### config.mk
export PLATFORM = sky130hd
export DESIGN_NAME = if_stage_fetch
export DESIGN_NICKNAME = d
export VERILOG_FILES = /design/src/rtl/if_stage_fetch.sv
export SDC_FILE = /design/constraint.sdc
export NUM_CORES = 1
export LEC_CHECK = 0
export ABC_AREA = 1
export ABC_CLOCK_PERIOD_IN_PS = 16800
export CORE_ASPECT_RATIO = 0.7
export CORE_UTILIZATION = 46
export DETAILED_ROUTE_END_ITERATION = 16
export PLACE_DENSITY = 0.71
export SYNTH_ARGS = -nofsm -noshare
export SYNTH_HDL_FRONTEND = slang
export SYNTH_SLANG_ARGS = --single-unit
### constraint.sdc
create_clock -name clk -period 16.8 [get_ports clk]
set_input_delay 3.36 -clock clk [delete_from_list [all_inputs] [get_ports clk]]
set_output_delay 3.36 -clock clk [all_outputs]
set_load 0.05 [all_outputs]
### src/rtl/if_stage_fetch.sv
// Instruction fetch stage: owns the PC, issues 1-cycle-latency imem reads,
// and fills the IF/ID register through a one-entry skid buffer.
module if_stage_fetch #(
  parameter int unsigned     PC_W      = 32,
  parameter int unsigned     INS_W     = 32,
  parameter logic [PC_W-1:0] RESET_PC  = 32'h0000_0000,
  parameter logic [INS_W-1:0] NOP_INSTR = 32'h0000_0013
) (
  input  logic             clk,
  input  logic             reset,
  input  logic             stall_i,
  input  logic             redirect_i,
  input  logic [PC_W-1:0]  redirect_pc_i,
  output logic             imem_rd_o,
  output logic [PC_W-1:0]  imem_addr_o,
  input  logic [INS_W-1:0] imem_rdata_i,
  output logic             if_id_valid_o,
  output logic [PC_W-1:0]  if_id_pc_o,
  output logic [INS_W-1:0] if_id_instr_o
);

  typedef enum logic [1:0] {
    BOOT,
    RUN,
    HOLD
  } state_e;

  state_e state_q, state_d;

  logic [PC_W-1:0]  pc_q, pc_d;
  logic [PC_W-1:0]  req_pc_q, req_pc_d;
  logic             pend_q, pend_d;

  logic             skid_valid_q, skid_valid_d;
  logic [PC_W-1:0]  skid_pc_q, skid_pc_d;
  logic [INS_W-1:0] skid_instr_q, skid_instr_d;

  logic             ifid_valid_q, ifid_valid_d;
  logic [PC_W-1:0]  ifid_pc_q, ifid_pc_d;
  logic [INS_W-1:0] ifid_instr_q, ifid_instr_d;

  logic             issue;
  logic [PC_W-1:0]  issue_addr;

  // Redirect always fetches; otherwise a stall suppresses the read.
  always_comb begin
    issue      = 1'b0;
    issue_addr = pc_q;
    if (redirect_i) begin
      issue      = 1'b1;
      issue_addr = redirect_pc_i;
    end else if (!stall_i) begin
      issue      = 1'b1;
    end
  end

  assign imem_rd_o   = issue & ~reset;
  assign imem_addr_o = issue_addr;

  always_comb begin
    pc_d     = issue ? issue_addr + PC_W'(4) : pc_q;
    req_pc_d = issue ? issue_addr : req_pc_q;
    pend_d   = issue;
  end

  always_comb begin
    state_d      = state_q;
    skid_valid_d = skid_valid_q;
    skid_pc_d    = skid_pc_q;
    skid_instr_d = skid_instr_q;
    ifid_valid_d = ifid_valid_q;
    ifid_pc_d    = ifid_pc_q;
    ifid_instr_d = ifid_instr_q;
    if (redirect_i) begin
      skid_valid_d = 1'b0;
      ifid_valid_d = 1'b0;
      ifid_instr_d = NOP_INSTR;
      state_d      = RUN;
    end else begin
      unique case (state_q)
        BOOT: begin
          if (!stall_i) state_d = RUN;
        end
        RUN: begin
          if (stall_i) begin
            if (pend_q) begin
              skid_valid_d = 1'b1;
              skid_pc_d    = req_pc_q;
              skid_instr_d = imem_rdata_i;
              state_d      = HOLD;
            end
          end else if (pend_q) begin
            ifid_valid_d = 1'b1;
            ifid_pc_d    = req_pc_q;
            ifid_instr_d = imem_rdata_i;
          end else begin
            ifid_valid_d = 1'b0;
            ifid_instr_d = NOP_INSTR;
          end
        end
        HOLD: begin
          if (!stall_i) begin
            ifid_valid_d = 1'b1;
            ifid_pc_d    = skid_pc_q;
            ifid_instr_d = skid_instr_q;
            skid_valid_d = 1'b0;
            state_d      = RUN;
          end
        end
        default: state_d = BOOT;
      endcase
    end
  end

  always_ff @(posedge clk or posedge reset) begin
    if (reset) begin
      state_q      <= BOOT;
      pc_q         <= RESET_PC;
      req_pc_q     <= RESET_PC;
      pend_q       <= 1'b0;
      skid_valid_q <= 1'b0;
      skid_pc_q    <= '0;
      skid_instr_q <= NOP_INSTR;
      ifid_valid_q <= 1'b0;
      ifid_pc_q    <= '0;
      ifid_instr_q <= NOP_INSTR;
    end else begin
      state_q      <= state_d;
      pc_q         <= pc_d;
      req_pc_q     <= req_pc_d;
      pend_q       <= pend_d;
      skid_valid_q <= skid_valid_d;
      skid_pc_q    <= skid_pc_d;
      skid_instr_q <= skid_instr_d;
      ifid_valid_q <= ifid_valid_d;
      ifid_pc_q    <= ifid_pc_d;
      ifid_instr_q <= ifid_instr_d;
    end
  end

  assign if_id_valid_o = ifid_valid_q;
  assign if_id_pc_o    = ifid_pc_q;
  assign if_id_instr_o = ifid_instr_q;

endmodule
==> results.md <==
- Post-Route WL: 23200 um
- Detail Route Antenna Nets: 0
- Register bit total from synthesis: 194
- Syn nets: 1217
- First-pass GRT wire length: 37400 um
- Io pins: 166
- Proportion of netlist area held by the largest area contributor: 0.510
- PortBufs: 165
- Fmax: 103 MHz
- Status: finished, final reports clean
- Post-CTS Setup Bufs: 0
- Max_cap viols: 0
- Register area: 4860 um^2
- Final setup fails: 0
- Drt drc: 0
- Post-Synthesis Cells: 1148
- Vias in the first global route: 7207
- Most frequent cells in the layout: nand2_1, dfrtp_1, clkdlybuf4s50_1
- Crit share post-route: 0.578
- Prevailing post-synth register cell: dfrtp_1
- CTS tree: done
- Yosys cell types: 35
- Post-CTS sizing: 0
- Antenna diodes: 0
- Power consumption: 1350 uW
- Largest cells by area after synthesis: dfrtp_1, nand2_1, o21ai_0
- Hold_ws: 0.464 ns
- Skew final: 0.00891 ns
- RSZ-0062 raised after global routing: no
- Hold/Removal Path Class: flip-flop to flip-flop
- Rows: 42
- Vias per cell: 5.09
- Clock Pin Slew Worst Setup and Hold Paths: 0.07 ns
- Global-route usage over all layers: 0.236
- Xor and xnor area share after synthesis: 0.000949
- Top cell by count, worst path: buf_4
- Max Slew Vio Count: 0
- Worst path required time: 13.44 ns
- Drt pass-1 iters: 5
- Worst-path cell chain: buf_2, buf_4, inv_2, nand2_2, buf_4, inv_2, buf_4, nor2_1, clkdlybuf4s50_1
- Simple-gate share of the synthesized area: 0.272
- Sequential share of the synthesized area: 0.527
- Compound-cell area share of the yosys netlist: 0.129
- Placer Congestion: 0.861
- Main combinational cell family by area after synthesis: simple AND/OR/NAND/NOR gates
- Starting Density: 0.479
- Multi-input combinational cell area: 3730 um^2
- Critical Path AT: 6.35 ns
- Final Hold Viols: 0
- DP HPWL: 15300 um
- DIE HEIGHT: 121 um
- WL/cell: 14.9 um
- Post-synth ARST share: 1.00
- Syn avg cell area: 8.04 um^2
- Maximum VDD drop: 68.3 uV
- Most common cell after layout, fill and taps aside: nand2_1
- Hold buffer count at CTS: 0
- Max Buffers Root-to-Sink: 2
- Yosys warns: 0
- Number of fill cells: 1711
- Area delta synth->final: 25.4%
- Clock root buffer: clkbuf_16
- Leakage: 0.00533 uW
- Crit Path Max Fanout: 68
- CP Class: input pin to output port
- Clk Latency, worst-skew pair: 0.44 ns
- R2r setup slk: 14.13 ns
- Layout cells sized above 1: 0.0859
- Clock Sink Count: 194
- CP endpoint kind: output port
- Vias post-DR: 7921
- Core area: 19300 um^2
- Post-synthesis mux area share: 0
- Worst path slowest cell: clkdlybuf4s50_1
- Largest net degree at the start of global routing: 112
- Overflow after GRT: 0
- Die W: 171 um
- Least-Margin Pin Slew: 1.05 ns
- Number of antenna violations at the first check in global routing: 0
- H-Tree Level Count: 4
- Max stage delay on crit path: 0.81 ns
- Clock buffer count from CTS: 17
- Pwr Density: 117 nW/um^2
- Die Area: 20700 um^2
- Number of synthesized flops with an enable pin: 0
- Syn Std Cell Area: 9230 um^2
- Worst slew margin: 0.300
- Leading area contributor after synthesis: dfrtp_1
- Crit start category: input pin
- Final min period: 9.71 ns
- Iter 0 DRT Violations: 822
- Adder-cell share of the synthesized area: 0.00136
- Total Neg Setup Slack: 0 ns
- Nets@finish: 1348
cell families after synthesis:
| group | after synthesis |
|---|---|
| AO/OA/AOI/OAI | 204 |
| XOR/XNOR | 1 |
| adder cells (fa/ha/maj) | 1 |
| buffers and inverters | 154 |
| flip-flops | 194 |
| AND/OR/NAND/NOR | 594 |
cell type report:
type	instances	area share
flip-flops and latches	194	0.420
multi-input cells	800	0.323
repair buffers	175	0.149
clock buffers	18	0.0371
inverters	91	0.0302
well taps	264	0.0285
clock inverters	14	0.0126
through the flow:
step,std cells,utilization,setup slack [ns],cell area (um^2)
4_1_cts,1556,0.600,7.06,11600
3_3_place_gp,1524,0.570,7.07,11000
2_1_floorplan,1148,-,8.17,9230
3_5_place_dp,1524,0.570,7.06,11000
5_1_grt,1556,0.600,6.88,11600
6_report,1556,0.600,7.09,11600
power by group:
part / switching (uW) / internal [uW]
registers: 44.5 / 547
clock network: 190 / 210
logic: 245 / 118
total: 479 / 875
path summary, 6_finish.rpt:
path	cells past startpoint	end	startpoint
max	9	imem_rd_o	redirect_i
min	2	skid_instr_q[0]	skid_instr_q[0]
max reg2reg	7	skid_instr_q[7]	state_q[1]
min reg2reg	2	skid_instr_q[0]	skid_instr_q[0]
max in group asynchronous	3	req_pc_q[14]	reset
min in group asynchronous	2	if_id_pc_o[15]	reset
synth_stat cells (10+ instances only):
cell      instances
a21oi_1          13
a31oi_1          34
buf_1            12
buf_2            13
clkbuf_1         31
dfrtp_1         188
inv_1            87
nand2_1         411
nand2_2          23
nand3_1          42
nor2_1           83
nor2_2           15
o211ai_1         37
o21ai_0         100
o21ai_1          10
worst max-delay path, delay by kind of cell:
| kind | cells | cell delay (ns) |
|---|---|---|
| AND/OR/NAND/NOR | 2 | 0.30 |
| buffers and inverters | 7 | 2.65 |
registers in the layout, summed over array words and instances, names as in the netlist:
register and flops:
if_id_instr_o 32, if_id_pc_o 32, pc_q 32, skid_instr_q 32, skid_pc_q 32, req_pc_q 30, state_q 2, if_id_valid_o 1
pend_q 1
metal layers:
metal	part of all wire	GRT usage
met1	0.51	0.371
met5	0	0
met4	0.011	0.0586
met3	0.068	0.0458
met2	0.41	0.330
(Power assumes the default switching activity.)
